$ cat src/rtl/mem_store_unit.sv
// mem_store_unit: memory-stage store path for the MIPS pipeline.
// The data memory is word organised with no byte enables. Word stores are written
// directly. Byte and halfword stores read the word, merge the new lane(s) and write
// it back. The pipeline is stalled until the store has committed.
//
// Optional feature: define STORE_ALIGN_CHECK_EN to trap misaligned halfword and word
// stores. A trapped store skips the memory access and pulses o_misaligned in DONE.
//
// Ports:
//   i_clk, i_reset           clock, synchronous active-high reset
//   i_exmem_mem_write        store request, held by the pipeline while o_stall=1
//   i_exmem_addr/_data       byte address and store data (rt)
//   i_ctl_datastore_size     00 word, 01 byte, 10 halfword, 11 invalid
//   i_mem_rdata              memory read data, valid the cycle after o_mem_re
//   o_mem_addr/_re/_we/_wdata  data memory port
//   o_stall                  freezes IF/ID/EX/MEM stage registers
//   o_misaligned             one-cycle misaligned-store flag
module mem_store_unit #(
    parameter int unsigned BITS_SIZE      = 32,
    parameter int unsigned HW_BITS        = 16,
    parameter int unsigned BYTE_BITS_SIZE = 8,
    parameter int unsigned MEM_ADDR_BITS  = 10
) (
    input  logic                     i_clk,
    input  logic                     i_reset,
    input  logic                     i_exmem_mem_write,
    input  logic [BITS_SIZE-1:0]     i_exmem_addr,
    input  logic [BITS_SIZE-1:0]     i_exmem_data,
    input  logic [1:0]               i_ctl_datastore_size,
    input  logic [BITS_SIZE-1:0]     i_mem_rdata,
    output logic [MEM_ADDR_BITS-1:0] o_mem_addr,
    output logic                     o_mem_re,
    output logic                     o_mem_we,
    output logic [BITS_SIZE-1:0]     o_mem_wdata,
    output logic                     o_stall,
    output logic                     o_misaligned
);

    localparam logic [1:0] SzWord = 2'b00;
    localparam logic [1:0] SzByte = 2'b01;
    localparam logic [1:0] SzHalf = 2'b10;

    typedef enum logic [2:0] {StIdle, StRead, StMerge, StWrite, StDone} state_e;

    state_e                   state_q, state_d;
    logic [MEM_ADDR_BITS+1:0] addr_q;
    logic [BITS_SIZE-1:0]     data_q;
    logic [1:0]               size_q;
    logic [BITS_SIZE-1:0]     merged_q, merged_d;
    logic                     cap_en;

    // Address bits above the memory range are intentionally dropped.
    logic unused_addr;
    assign unused_addr = ^i_exmem_addr[BITS_SIZE-1:MEM_ADDR_BITS+2];

`ifdef STORE_ALIGN_CHECK_EN
    logic mis_q, mis_in;
    assign mis_in = ((i_ctl_datastore_size == SzHalf) && i_exmem_addr[0]) ||
                    ((i_ctl_datastore_size == SzWord) && (i_exmem_addr[1:0] != 2'b00));
`endif

    always_comb begin
        state_d     = state_q;
        cap_en      = 1'b0;
        merged_d    = merged_q;
        o_mem_re    = 1'b0;
        o_mem_we    = 1'b0;
        o_mem_wdata = '0;
        o_stall     = 1'b0;
        unique case (state_q)
            StIdle: begin
                if (i_exmem_mem_write) begin
                    o_stall = 1'b1;
                    cap_en  = 1'b1;
                    unique case (i_ctl_datastore_size)
                        SzWord:         state_d = StWrite;
                        SzByte, SzHalf: state_d = StRead;
                        default:        state_d = StDone;
                    endcase
`ifdef STORE_ALIGN_CHECK_EN
                    if (mis_in) state_d = StDone;
`endif
                end
            end
            StRead: begin
                o_mem_re = 1'b1;
                o_stall  = 1'b1;
                state_d  = StMerge;
            end
            StMerge: begin
                o_stall  = 1'b1;
                merged_d = i_mem_rdata;
                if (size_q == SzByte) begin
                    unique case (addr_q[1:0])
                        2'd0: merged_d[BYTE_BITS_SIZE-1:0] = data_q[BYTE_BITS_SIZE-1:0];
                        2'd1: merged_d[2*BYTE_BITS_SIZE-1:BYTE_BITS_SIZE] =
                                  data_q[BYTE_BITS_SIZE-1:0];
                        2'd2: merged_d[3*BYTE_BITS_SIZE-1:2*BYTE_BITS_SIZE] =
                                  data_q[BYTE_BITS_SIZE-1:0];
                        2'd3: merged_d[4*BYTE_BITS_SIZE-1:3*BYTE_BITS_SIZE] =
                                  data_q[BYTE_BITS_SIZE-1:0];
                    endcase
                end else if (addr_q[1]) begin
                    merged_d[2*HW_BITS-1:HW_BITS] = data_q[HW_BITS-1:0];
                end else begin
                    merged_d[HW_BITS-1:0] = data_q[HW_BITS-1:0];
                end
                state_d = StWrite;
            end
            StWrite: begin
                o_mem_we    = 1'b1;
                o_stall     = 1'b1;
                o_mem_wdata = (size_q == SzWord) ? data_q : merged_q;
                state_d     = StDone;
            end
            StDone:  state_d = StIdle;
            default: state_d = StIdle;
        endcase
    end

    assign o_mem_addr = addr_q[MEM_ADDR_BITS+1:2];

`ifdef STORE_ALIGN_CHECK_EN
    assign o_misaligned = (state_q == StDone) && mis_q;
`else
    assign o_misaligned = 1'b0;
`endif

    always_ff @(posedge i_clk) begin
        if (i_reset) begin
            state_q  <= StIdle;
            addr_q   <= '0;
            data_q   <= '0;
            size_q   <= '0;
            merged_q <= '0;
`ifdef STORE_ALIGN_CHECK_EN
            mis_q    <= 1'b0;
`endif
        end else begin
            state_q  <= state_d;
            merged_q <= merged_d;
            // Capture only on accept so later input changes are ignored.
            if (cap_en) begin
                addr_q <= i_exmem_addr[MEM_ADDR_BITS+1:0];
                data_q <= i_exmem_data;
                size_q <= i_ctl_datastore_size;
`ifdef STORE_ALIGN_CHECK_EN
                mis_q  <= mis_in;
`endif
            end
        end
    end

endmodule
$ cat config.mk
export PLATFORM = sky130hd
export DESIGN_NAME = mem_store_unit
export DESIGN_NICKNAME = d
export VERILOG_FILES = /design/src/rtl/mem_store_unit.sv
export SDC_FILE = /design/constraint.sdc
export NUM_CORES = 1
export LEC_CHECK = 0
export CAP_MARGIN = 20
export CORE_MARGIN = 3
export CORE_UTILIZATION = 40
export CTS_BUF_LIST = sky130_fd_sc_hd__clkbuf_16
export CTS_CLUSTER_SIZE = 20
export DETAILED_ROUTE_END_ITERATION = 10
export PLACE_DENSITY = 0.71
export SKIP_LAST_GASP = 1
export SYNTH_ARGS = -nofsm -noshare
export SYNTH_HDL_FRONTEND = slang
export SYNTH_SLANG_ARGS = --single-unit
$ cat constraint.sdc
create_clock -name i_clk -period 2.02 [get_ports i_clk]
set_input_delay 0.606 -clock i_clk [delete_from_list [all_inputs] [get_ports i_clk]]
set_output_delay 0.606 -clock i_clk [all_outputs]
set_load 0.005 [all_outputs]
==> impl_metrics.py <==
metrics = {
    "logic_synthesis": {
        "synth_area_per_cell_um2": 7.53,
        "synthFlopType": "dfxtp_1",
        "synth_area_leaders": "dfxtp_1, nand2_1, a21oi_1, a32o_1, o211ai_1",
        "yosys.area.top_type": "dfxtp_1",
        "synth_top_cell_area_share_pct": 36.2,
        "postSynthCellCount": 594,
        "ys_ff_latch": 81,
        "yosysUniqueCellTypes": 34,
        "yosys_warnings": 0,
        "synth_edf_count": 0,
        "seq_area_frac_synth_pct": 36.2,
        "syn_nets": 695,
        "syn-cell-area_um2": 4480,
        "async_flop_share_pct": 0,
    },
    "run_status": {
        "status": "complete, but fails checks",
        "violations": "negative setup slack",
    },
    "power_and_ir_drop": {
        "power_density_nw_per_um2": 725,
        "pwr-share-comb_pct": 27.9,
        "p_leak_nw": 2.76,
        "p_seq_share_pct": 37.1,
        "ir_drop_mv": 0.592,
        "switching_share_pct": 29.9,
        "power.switching_mw": 1.47,
        "p_clk_share_pct": 35.0,
        "internal_power_mw": 3.46,
    },
    "placed_design": {
        "dp_hpwl_mm": 10.4,
        "place_ws_ps": -319,
        "gp_congestion": 0.853,
        "io_buffer_count": 125,
        "placed_area_um2": 5900,
        "dp_cells": 832,
    },
    "die": {
        "num_rows": 37,
        "ioPinCount": 147,
        "core_area_um2": 10600,
        "dieArea_um2": 12500,
        "initial_core_util_pct": 42.2,
        "dieHeight_um": 112,
        "die_w_um": 112,
    },
    "clock_network": {
        "clkSinkCount": 81,
        "clk_latency_ps": 340,
        "cts_tree": "done",
        "cts_root_buffer": "clkbuf_16",
        "cts_made_buffers": 9,
        "cts_buffer_depth": 2,
        "cts.clk_slew.worst_paths_ps": 60,
        "cts_max_level": 3,
        "postCtsHoldBufs": 0,
    },
    "timing": {
        "grt_setup_unrepaired": "yes",
        "finalSetupTns_ps": -2850,
        "worst_pin_slew_ps": 642,
        "final.setup.worst_slack_ps": -136,
        "finalSetupViolCount": 32,
        "max_freq_mhz": 464,
        "skew_ps": 11.4,
        "slew_headroom_pct": 57.1,
        "final_max_slew_viol_count": 0,
        "period_needed_ps": 2160,
        "finalCritPeriodShare_pct": 107,
        "finalHoldViolCount": 0,
    },
    "final_layout": {
        "syn_to_final_growth_pct": 52.2,
        "finalInstanceArea_um2": 6810,
        "fin_nets": 833,
        "fill_cells": 862,
        "multi_input_area_um2": 2780,
        "final_core_util_pct": 64.3,
        "drive_gt1_share_pct": 29.4,
        "final_cells": 873,
        "seq_area_um2": 1630,
        "antennaDiodeCount": 0,
    },
    "detailed_routing": {
        "route.detailed.drc": 0,
        "firstDrtPassIters": 5,
        "drtAntennaViolNets": 0,
        "vias": 5007,
        "vias_per_cell": 5.74,
        "routed_wl_mm": 16.3,
        "routedWlPerCell_um": 18.7,
        "drt_iter0_drc": 467,
    },
    "global_routing": {
        "grt_usage_pct": 24.8,
        "globalRouteMet2Util_pct": 40.5,
        "busiest_layer": "met2",
        "grt_use_met1_pct": 32.0,
        "antenna_found_initial": 0,
        "first_global_vias": 4912,
        "grt_first_pass_wirelength_mm": 25.3,
        "grt_overflow": 0,
        "use_met3_pct": 7.12,
        "grt_max_degree": 53,
    },
    "flow_run": {
        "cap_violations": 0,
    },
    "worst_setup_path": {
        "worst_ep_required_time_ps": 1410,
        "critical_path_class": "flip-flop to output pin",
        "rr_worst_depth": 3,
        "r2r_start": "addr_q[1]",
        "startpoint_type": "flip-flop",
        "worstReg2RegEnd": "merged_q[7]",
        "critPathCaptureType": "output pin",
        "arrival_ps": 1550,
        "regToRegSetupSlack_ps": 200,
        "cp_max_fo": 5,
    },
    "min_path": {
        "hold_path.class": "flip-flop to flip-flop",
        "hold_start": "addr_q[3]",
        "hold_path_end": "addr_q[3]",
        "holdPathStages": 2,
    },
}
==> how the worst max path moves through the flow <==
stage / cells past startpoint / endpoint / startpoint
finish: 6 / o_mem_wdata[24] / size_q[1]
global placement: 4 / o_stall / i_exmem_mem_write
detailed placement: 4 / o_stall / i_exmem_mem_write
CTS: 6 / o_mem_wdata[19] / size_q[0]
global route: 7 / o_mem_wdata[9] / size_q[1]
floorplan: 5 / o_mem_wdata[0] / size_q[1]
==> power by group through the flow <==
stage,Sequential (mW),Combinational (mW),Clock (mW)
3_3_place_gp,1.83,1.03,0
6_report,1.83,1.38,1.73
5_1_grt,1.85,1.47,1.81
4_1_cts,1.82,1.26,1.74
3_5_place_dp,1.84,1.06,0
2_1_floorplan,1.82,0.623,0
==> cell families (layout without fill, tap and decap cells) <==
kind of cell / Yosys count / after routing / synth area share [%]
multiplexers: 16 / 16 / 3.80
flip-flops: 81 / 81 / 36.2
buffers and inverters: 92 / 235 / 10.8
AND/OR/NAND/NOR: 225 / 225 / 22.6
AO/OA/AOI/OAI: 179 / 179 / 26.5
other: 1 / 1 / 0.0838
==> Yosys cell counts (9+ instances only) <==
cell type and n:
a211oi_1 9, o211ai_1 32, nand3b_1 17, a32o_1 24, dfxtp_1 81, inv_1 25
o21ai_0 16, buf_2 10, buf_4 11, buf_6 11, clkbuf_1 32, nand2_1 173
nand2_2 10, a21oi_1 80
==> flip-flops by register name, summed over array words and instances, names as in the netlist <==
register  flops
data_q       32
merged_q     32
addr_q       12
state_q       3
size_q        2
==> layout make-up <==
cell class,count,area share [%]
tap,136,2.50
inverter,25,1.38
clock inverter,7,1.25
multi-input combinational,421,40.8
clock buffer,9,3.31
timing repair buffer,194,26.9
sequential,81,23.9
==> worst max-delay path, cell delays in order, from the launching register on <==
cell and delay [ps]:
dfxtp_4 360, or2_4 310, buf_6 150, buf_6 130, nand2_2 60, a21oi_1 60, buf_2 140
==> layer usage <==
metal | vias up | routed length, um
met3 | 32 | 1550
li1 | 2336 | -
met2 | 263 | 7870
met4 | 0 | 266
met5 | - | 0
met1 | 2376 | 6600
==> layout by cell type (no fill, tap or decap), types with 9 or more instances in the layout <==
| master | n |
|---|---|
| buf_4 | 43 |
| dfxtp_1 | 78 |
| nand3b_1 | 17 |
| nand2_2 | 23 |
| clkbuf_16 | 10 |
| a32o_1 | 24 |
| inv_1 | 25 |
| a21oi_1 | 50 |
| nand2_1 | 130 |
| a21oi_2 | 29 |
| buf_2 | 33 |
| a211oi_1 | 9 |
| o211ai_1 | 32 |
| clkdlybuf4s50_1 | 88 |
| o21ai_0 | 16 |
| nand2_4 | 30 |
| buf_6 | 10 |
==> through the flow <==
stage	power, mW	hold slack (ps)
floorplan	2.44	432
CTS	4.82	458
finish	4.94	456
global route	5.13	467
detailed placement	2.90	449
global placement	2.86	441
==> repair_timing <==
item,4_1_cts,5_1_grt
setup endpoints to repair,35,32
buffers inserted,13,9
gates cloned,4,1
pin swaps,38,24
gates resized for setup,227,43
(Power assumes the default switching activity.)
==> RTL edit (same settings) <==
Change the parameter `BITS_SIZE` from 32 to 64.
--- a/src/rtl/mem_store_unit.sv
+++ b/src/rtl/mem_store_unit.sv
@@ -16,7 +16,7 @@
 //   o_stall                  freezes IF/ID/EX/MEM stage registers
 //   o_misaligned             one-cycle misaligned-store flag
 module mem_store_unit #(
-    parameter int unsigned BITS_SIZE      = 32,
+    parameter int unsigned BITS_SIZE      = 64,
     parameter int unsigned HW_BITS        = 16,
     parameter int unsigned BYTE_BITS_SIZE = 8,
     parameter int unsigned MEM_ADDR_BITS  = 10
Interface: changed (resized i_exmem_addr, i_exmem_data, i_mem_rdata and o_mem_wdata); port bits go from 147 to 275. The function was not compared with the original's and may differ.
==> RTL edit against the unedited design <==
- the run still ends with negative setup slack left
- count of clock-buffer cells in the layout up 8
- power up 70%
- cell area up 67%
- sequential cell count up 64
- critical path depth unchanged
- setup slack worse by 0.13 ns
- area after synthesis up 60%
- maximum frequency down 5.6%
- global-route usage up 0.46 points
- routed wire length up 58%
- critical endpoint is now o_mem_wdata[25]
- largest cell class unchanged
- largest power group unchanged
- highest routed layer unchanged
==> RTL edit: results (changes against the unedited design) <==
Outcome
  – Status: complete, but fails checks (unchanged)
  – Failing checks: negative setup slack (unchanged)

Clocking
  – Clock sinks: 145 (was 81)
  – CTS buffer count: 17 (was 9)
  – Post-CTS resize count: 390 (was 227)
  – H-tree depth: 4 (was 3)
  – Postcts setup bufs: 14 (was 13)
  – Clk_lat worst skew: 0.42 ns (was 0.34 ns)

Placed design
  – Hpwl dp: 15.7 mm (was 10.4 mm)
  – Placed cells: 1388 (was 832)
  – Post-Place Cell Area: 0.00980 mm2 (was 0.00590 mm2)
  – Port Buffers: 221 (was 125)
  – GPL Wtd Cong: 0.825 (was 0.853)

Cells and area
  – Invs w/o clock: 1 (was 25)
  – Antenna Cells: 1 (was 0)
  – Post-route cell area: 0.0114 mm2 (was 0.00681 mm2)
  – Buffers outside the clock class: 305 (was 194)
  – Fraction of final layout cells sized beyond drive strength 1: 26.7% (was 29.4%)
  – Clock network contribution to total cell area: 4.64% (was 4.55%)
  – Multi-In Gates: 742 (was 421)
  – Layout non-clock buf frac: 27.1% (was 26.9%)
  – # fillers: 1525 (was 862)

Pwr
  – Comb pwr share: 26.4% (was 27.9%)
  – Worst ir drop on vdd: 0.000644 V (was 0.000592 V)
  – Internal power: 0.00583 W (was 0.00346 W)
  – Power Total: 0.00837 W (was 0.00494 W)

Timing
  – Tightest Pin Transition: 0.564 ns (was 0.642 ns)
  – Skew final: 0.0107 ns (was 0.0114 ns)
  – Final setup fails: 64 (was 32)
  – Setup tns final: -12.81 ns (was -2.85 ns)
  – Final worst setup slack: -0.263 ns (was -0.136 ns)
  – Final hold slack: 0.454 ns (was 0.456 ns)

Global route
  – Vias in the first global route: 7545 (was 4912)
  – Initial antenna violation count: 1 (was 0)
  – Global Route Usage Sum: 25.2% (was 24.8%)

Synthesis
  – Compound-Gate Fraction of Synth Area: 23.4% (was 26.5%)
  – Main area contributors after synthesis: dfxtp_1 40%, nand2_1 18%, a21oi_1 12%, a211oi_1 6.8%, nand3b_1 3.5% (was dfxtp_1 36%, nand2_1 15%, a21oi_1 8.9%, a32o_1 5.4%, o211ai_1 5.4%)
  – Most frequent cells after synthesis: 351 x nand2_1, 175 x a21oi_1, 145 x dfxtp_1, 65 x a211oi_1, 62 x clkbuf_1 (was 173 x nand2_1, 81 x dfxtp_1, 80 x a21oi_1, 32 x clkbuf_1, 32 x o211ai_1)
  – Net count after synthesis: 1189 (was 695)

Worst hold path
  – Hold Path Sink: addr_q[5]$_SDFFE_PP0P_ (was addr_q[3]$_SDFFE_PP0P_)
  – Hold_sp: addr_q[5]$_SDFFE_PP0P_ (was addr_q[3]$_SDFFE_PP0P_)

Detailed routing
  – WL/cell: 17.7 um (was 18.7 um)
  – Drt total wl: 25.7 mm (was 16.3 mm)
  – Via Count: 7811 (was 5007)
  – Met2 routed WL: 12.3 mm (was 7.87 mm)

Setup path
  – Crit-path max FO: 6 (was 5)
  – R2R Path End: merged_q[14]$_SDFFE_PP0P_ (was merged_q[7]$_SDFFE_PP0P_)
  – Worst R2R Path Depth: 6 (was 3)
## RTL edit: cell count changes after synthesis, moves of 24 or more
cell      delta
a21oi_1     +95
clkbuf_1    +30
nor2b_1     +30
nand2_1    +178
o31ai_1     +32
inv_1       -24
a211oi_1    +56
dfxtp_1     +64
o211ai_1    -32
a32o_1      -24
## RTL edit: how the worst max path moves through the flow
stage,end,startpoint,slack [ns],cells past startpoint
3_3_place_gp,o_stall,i_exmem_mem_write,-0.46,4
4_1_cts,o_mem_wdata[22],size_q[0]$_SDFFE_PP0P_,-0.31,6
2_1_floorplan,o_mem_wdata[30],size_q[1]$_SDFFE_PP0P_,0.18,5
3_5_place_dp,o_stall,i_exmem_mem_write,-0.46,4
5_1_grt,o_mem_wdata[40],size_q[1]$_SDFFE_PP0P_,-0.32,8
6_report,o_mem_wdata[25],size_q[1]$_SDFFE_PP0P_,-0.26,6
## RTL edit: routing by layer
layer,track usage [%],vias up
met2,41.0,259
met1,33.3,3694
met3,5.74,44
li1,-,3814
met5,0,-
met4,8.36,0
